### config.mk
export PLATFORM = sky130hd
export DESIGN_NAME = load_data_register_flat
export DESIGN_NICKNAME = d
export VERILOG_FILES = /design/src/rtl/load_data_register_if.sv /design/src/rtl/load_data_register.sv /design/src/flat_wrapper.sv
export SDC_FILE = /design/constraint.sdc
export NUM_CORES = 1
export LEC_CHECK = 0
export ABC_CLOCK_PERIOD_IN_PS = 6100
export BUFFER_PORTS_ARGS = -buffer_cell sky130_fd_sc_hd__buf_4
export CORE_UTILIZATION = 23
export CTS_CLUSTER_DIAMETER = 200
export DETAILED_ROUTE_END_ITERATION = 6
export GPL_ROUTABILITY_DRIVEN = 0
export PLACE_DENSITY = 0.4
export SKIP_CTS_REPAIR_TIMING = 1
export SLEW_MARGIN = 20
export SYNTH_ARGS = -nofsm -noshare
export SYNTH_HDL_FRONTEND = slang
export SYNTH_SLANG_ARGS = --single-unit
### constraint.sdc
create_clock -name CLK -period 6.1 [get_ports CLK]
set_input_delay 0.305 -clock CLK [delete_from_list [all_inputs] [get_ports CLK]]
set_output_delay 0.305 -clock CLK [all_outputs]
set_load 0.005 [all_outputs]
### src/rtl/load_data_register_if.sv
// Load request / memory response bundle for load_data_register.
// The master side issues loads and plays the memory; the slave side is the register.
interface load_data_register_if #(
    parameter int XLEN = 32
);
    localparam int OFS_W = $clog2(XLEN / 8);

    logic             req;
    logic [2:0]       funct3;
    logic [OFS_W-1:0] addr_lo;
    logic             mem_valid;
    logic [XLEN-1:0]  mem_rdata;
    logic             busy;
    logic             done;
    logic             err;
    logic [XLEN-1:0]  dataOut;

    modport master (
        output req, funct3, addr_lo, mem_valid, mem_rdata,
        input  busy, done, err, dataOut
    );

    modport slave (
        input  req, funct3, addr_lo, mem_valid, mem_rdata,
        output busy, done, err, dataOut
    );
endinterface

### src/rtl/load_data_register.sv
// Memory data register with load-type lane extraction, request/response handshake and timeout.
// Optional misalignment check enabled by defining LDR_MISALIGN_EN.
module load_data_register #(
    parameter int XLEN    = 32,
    parameter int TIMEOUT = 0,
    parameter int CNT_W   = 16
) (
    input logic                  CLK,
    input logic                  RST,
    load_data_register_if.slave  bus
);
    localparam int OFS_W = $clog2(XLEN / 8);
    localparam logic [CNT_W-1:0] TO_LAST = CNT_W'((TIMEOUT > 0) ? TIMEOUT - 1 : 0);

    typedef enum logic [1:0] {S_IDLE, S_WAIT, S_DONE} state_t;

    state_t           state_reg, state_next;
    logic [2:0]       funct3_reg;
    logic [OFS_W-1:0] addr_lo_reg;
    logic [CNT_W-1:0] cnt_reg;
    logic             err_reg, err_next;
    logic [XLEN-1:0]  data_reg, data_next;
    logic             accept;
    logic             timed_out;
    logic             busy_o, done_o, err_o;

    // Access size as log2(bytes); codes wider than the datapath become full-width loads.
    function automatic logic [1:0] size_of(input logic [2:0] f3);
        logic [1:0] s;
        s = f3[1:0];
        if (XLEN == 32 && s == 2'd3) s = 2'd2;
        return s;
    endfunction

    assign accept    = bus.req && (state_reg != S_WAIT);
    assign timed_out = (TIMEOUT > 0) && (cnt_reg == TO_LAST);

    // Lane extraction from the latched load type and offset.
    logic [1:0]       cap_size;
    logic [OFS_W-1:0] lane_mask, lane_off;
    logic [XLEN-1:0]  shifted, word_ext, extracted;
    logic             sgn;

    assign cap_size  = size_of(funct3_reg);
    assign lane_mask = OFS_W'((1 << cap_size) - 1);
    assign lane_off  = addr_lo_reg & ~lane_mask;
    assign shifted   = bus.mem_rdata >> {lane_off, 3'b000};
    assign sgn       = ~funct3_reg[2];

    generate
        if (XLEN == 64) begin : g_word
            assign word_ext = {{32{sgn & shifted[31]}}, shifted[31:0]};
        end else begin : g_word
            assign word_ext = shifted;
        end
    endgenerate

    always_comb begin
        extracted = shifted;
        case (cap_size)
            2'd0:    extracted = {{(XLEN-8){sgn & shifted[7]}}, shifted[7:0]};
            2'd1:    extracted = {{(XLEN-16){sgn & shifted[15]}}, shifted[15:0]};
            2'd2:    extracted = word_ext;
            default: extracted = shifted;
        endcase
    end

`ifdef LDR_MISALIGN_EN
    logic [1:0]       req_size;
    logic [OFS_W-1:0] req_mask;
    logic             misaligned;

    assign req_size   = size_of(bus.funct3);
    assign req_mask   = OFS_W'((1 << req_size) - 1);
    assign misaligned = |(bus.addr_lo & req_mask);
`endif

    always_ff @(posedge CLK or posedge RST) begin
        if (RST) begin
            state_reg <= S_IDLE;
            err_reg   <= 1'b0;
            data_reg  <= '0;
        end else begin
            state_reg <= state_next;
            err_reg   <= err_next;
            data_reg  <= data_next;
        end
    end

    always_ff @(posedge CLK or posedge RST) begin
        if (RST) begin
            funct3_reg  <= '0;
            addr_lo_reg <= '0;
            cnt_reg     <= '0;
        end else if (accept) begin
            funct3_reg  <= bus.funct3;
            addr_lo_reg <= bus.addr_lo;
            cnt_reg     <= '0;
        end else if (state_reg == S_WAIT) begin
            cnt_reg <= cnt_reg + 1'b1;
        end
    end

    always_comb begin
        state_next = state_reg;
        err_next   = err_reg;
        data_next  = data_reg;
        case (state_reg)
            S_IDLE, S_DONE: begin
                state_next = S_IDLE;
                err_next   = 1'b0;
                if (bus.req) begin
`ifdef LDR_MISALIGN_EN
                    if (misaligned) begin
                        state_next = S_DONE;
                        err_next   = 1'b1;
                    end else begin
                        state_next = S_WAIT;
                    end
`else
                    state_next = S_WAIT;
`endif
                end
            end
            S_WAIT: begin
                // Data arriving on the timeout cycle still counts as a success.
                if (bus.mem_valid) begin
                    data_next  = extracted;
                    state_next = S_DONE;
                    err_next   = 1'b0;
                end else if (timed_out) begin
                    state_next = S_DONE;
                    err_next   = 1'b1;
                end
            end
            default: begin
                state_next = S_IDLE;
                err_next   = 1'b0;
            end
        endcase
    end

    always_comb begin
        busy_o = (state_reg == S_WAIT);
        done_o = (state_reg == S_DONE);
        err_o  = (state_reg == S_DONE) && err_reg;
    end

    assign bus.busy    = busy_o;
    assign bus.done    = done_o;
    assign bus.err     = err_o;
    assign bus.dataOut = data_reg;
endmodule
### src/flat_wrapper.sv
// flat-port wrapper written by rule: the top's interface ports become plain ports
module load_data_register_flat 
#(
    parameter int XLEN    = 32,
    parameter int TIMEOUT = 0,
    parameter int CNT_W   = 16
)
  (CLK, RST, bus_req, bus_funct3, bus_addr_lo, bus_mem_valid, bus_mem_rdata, bus_busy, bus_done, bus_err, bus_dataOut);
  load_data_register_if #(.XLEN(XLEN)) bus_i ();
  input logic CLK;
  input logic RST;
  input wire logic [$bits(bus_i.req)-1:0] bus_req;
  input wire logic [$bits(bus_i.funct3)-1:0] bus_funct3;
  input wire logic [$bits(bus_i.addr_lo)-1:0] bus_addr_lo;
  input wire logic [$bits(bus_i.mem_valid)-1:0] bus_mem_valid;
  input wire logic [$bits(bus_i.mem_rdata)-1:0] bus_mem_rdata;
  output wire logic [$bits(bus_i.busy)-1:0] bus_busy;
  output wire logic [$bits(bus_i.done)-1:0] bus_done;
  output wire logic [$bits(bus_i.err)-1:0] bus_err;
  output wire logic [$bits(bus_i.dataOut)-1:0] bus_dataOut;
  assign bus_i.req = bus_req;
  assign bus_i.funct3 = bus_funct3;
  assign bus_i.addr_lo = bus_addr_lo;
  assign bus_i.mem_valid = bus_mem_valid;
  assign bus_i.mem_rdata = bus_mem_rdata;
  assign bus_busy = bus_i.busy;
  assign bus_done = bus_i.done;
  assign bus_err = bus_i.err;
  assign bus_dataOut = bus_i.dataOut;
  load_data_register #(.XLEN(XLEN), .TIMEOUT(TIMEOUT), .CNT_W(CNT_W)) u_core (.CLK(CLK), .RST(RST), .bus(bus_i));
endmodule
==> flow_metrics.env <==
export IMPL_status="finished clean"
export IMPL_slew_violations=0
export IMPL_htreeDepth=2
export IMPL_drive_gt1_share_pct=39.2
export IMPL_cp_arrival_ps=2650
export IMPL_synth_edf_count=0
export IMPL_yosysMostFrequentCell="dfrtp_1"
export IMPL_ys_ff_latch=39
export IMPL_ant_nets=0
export IMPL_hold_path_class="primary input to asynchronous set/reset pin"
export IMPL_timing_final_hold_violations=0
export IMPL_reg2regPathDepth=6
export IMPL_crit_cells=6
export IMPL_syn_area_sq_um=2060
export IMPL_vias=1735
export IMPL_crit_start="u_core.funct3_reg[1]"
export IMPL_grt_start_max_net_pins=40
export IMPL_maxSlewHeadroom_pct=43.4
export IMPL_syn_inst=193
export IMPL_crit_type="flip-flop to flip-flop"
export IMPL_wirelength_mm=6.38
export IMPL_rows=34
export IMPL_crit_required_ps=6290
export IMPL_start_util_pct=23.7
export IMPL_die_w_um=96.7
export IMPL_path_cells="or2_2 > ha_1 > nand2_1 > mux2i_1 > o21ai_0 > o22a_1"
export IMPL_diodes=0
export IMPL_overflow=0
export IMPL_synth_top_cell_by_area="dfrtp_1"
export IMPL_period_minus_slack_ps=2470
export IMPL_r2r_setup_slack_ps=3630
export IMPL_cts_root_buf="clkbuf_8"
export IMPL_numCtsBuffers=5
export IMPL_via_per_inst=4.65
export IMPL_irDropWorstVdd_mv=0.159
export IMPL_clockBufferDepth=2
export IMPL_antenna_found_initial=0
export IMPL_cp_max_fo=14
export IMPL_rsz0062_at_grt="no"
export IMPL_portBuffers=74
export IMPL_ys_warn_count=0
export IMPL_worstMarginPinSlew_ps=847
export IMPL_tns_ps=0
export IMPL_hpwlAfterDp_mm=4.51
export IMPL_synth_flop_cell="dfrtp_1"
export IMPL_syn_nets=235
export IMPL_hold_ws_ps=139
export IMPL_cp_endpoint="u_core.bus.dataOut[8]"
export IMPL_cts_tree="done"
export IMPL_synth_seq_area_share_pct=47.4
export IMPL_async_flop_share_pct=100
export IMPL_grt_pass1_vias=1756
export IMPL_grt_pass1_wl_mm=9.98
export IMPL_startpoint_type="flip-flop"
export IMPL_syn_to_final_growth_pct=38.2
export IMPL_pin_count=76
export IMPL_synth_cell_types=33
export IMPL_synth_area_leaders="dfrtp_1 47%, mux2i_1 14%, mux2_2 7.1%"
export IMPL_avgSynthCellArea_sq_um=10.7
export IMPL_nNetsFinal=306
export IMPL_wl_per_cell_um=17.1
export IMPL_setup_viol=0
export IMPL_first_pass_iters=4
export IMPL_critical_path_top_delay_family="simple AND/OR/NAND/NOR gates"
export IMPL_power_leakage_nw=1.37
export IMPL_clock_latency_ps=300
export IMPL_power_mw=1.25
export IMPL_die_area_sq_um=9340
export IMPL_reg2reg_from="u_core.funct3_reg[1]"
export IMPL_drc=0
export IMPL_r2r_end="u_core.bus.dataOut[8]"
export IMPL_coreArea_sq_um=8680
export IMPL_critPathCaptureType="flip-flop"
export IMPL_finalClockSkew_ps=15.2
export IMPL_max_freq_ghz=0.405
export IMPL_largest_reg_flops=32
export IMPL_cts_clk_slew_worst_paths_ps=100
export IMPL_ys_top_cells_by_count="39 x dfrtp_1, 29 x mux2i_1, 18 x nor2_1"
export IMPL_synth_top_cell_area_share_pct=47.4
export IMPL_drt_iter0_markers=104
export IMPL_max_cap_viol_count=0
export IMPL_fp_dieH_um=96.7
export IMPL_cp_slowest_cell="nand2_1"
export IMPL_power_density_nw_per_um2=439
export IMPL_finalCritPeriodShare_pct=40.4
export IMPL_grt_usage_pct=13.9
export IMPL_cts_sinks=39
export IMPL_cp_num_buf_inv=0
export IMPL_cpPeakStageDelay_ps=660
[where the power goes]
group	internal, mW	leakage (nW)	switching (mW)
clock	0.163	0.0644	0.102
sequential	0.374	0.451	0.0785
combinational	0.298	0.850	0.232
[per-stage QoR]
| stage | cells | cell area (sq um) | worst slack, ps | utilization [%] |
|---|---|---|---|---|
| finish | 373 | 2850 | 3630 | 32.8 |
| global route | 373 | 2850 | 3490 | 32.8 |
| global placement | 365 | 2710 | 3680 | 31.2 |
| floorplan | 193 | 2060 | 3950 | - |
| CTS | 373 | 2850 | 3630 | 32.8 |
| detailed placement | 365 | 2710 | 3650 | 31.2 |
[worst min-delay path by stage]
stage	end	slack, ps	cells after the start
3_5_place_dp	u_core.bus.dataOut[31]	490	3
3_3_place_gp	u_core.state_reg[1]	490	3
2_1_floorplan	u_core.state_reg[0]	410	1
5_1_grt	u_core.state_reg[0]	200	2
6_report	u_core.bus.dataOut[6]	140	3
4_1_cts	u_core.bus.dataOut[6]	150	3
[layer usage]
layer / global-route usage [%] / routed length (um) / up-vias
met2: 21.6 / 2950 / 47
li1: - / - / 834
met4: 4.13 / 67 / 0
met1: 19.6 / 3070 / 850
met5: 0 / 0 / -
met3: 2.82 / 292 / 4
[worst min-delay path, cell delays in order]
cell and delay [ps]:
buf_4 110, inv_1 40, buf_4 440
[placed cells by master (no fill, tap or decap), types with 2 or more instances in the layout]
cell / count
buf_4: 77
dfrtp_1: 39
mux2i_1: 29
nor2_1: 18
o22a_1: 16
mux2_2: 13
nand2_1: 11
a21oi_1: 9
nand3_1: 8
o21ai_0: 8
clkbuf_8: 5
nand2b_1: 3
inv_1: 3
and3_1: 3
a21boi_0: 2
nor3_1: 2
o211ai_2: 2
a21boi_1: 2
bufinv_16: 2
[cell type report]
type                    count  area (sq um)
clock buffers               5          68.8
fillers                   934          5830
clock inverters             3          67.6
inverters                   3          11.3
flip-flops and latches     39           976
well taps                 108           135
repair buffers             77           578
multi-input cells         138          1010
[logic make-up (layout without fill, tap and decap cells)]
logic type | after synthesis | in the layout | synth area share [%]
muxes | 42 | 42 | 21.2
DFF | 39 | 39 | 47.4
AOI/OAI and AO/OA | 42 | 42 | 14.8
other | 1 | 1 | 0.182
buffers and inverters | 16 | 88 | 3.82
and+or+nand+nor | 52 | 52 | 12.0
adders and majority gates | 1 | 1 | 0.607
(Power assumes the default switching activity.)
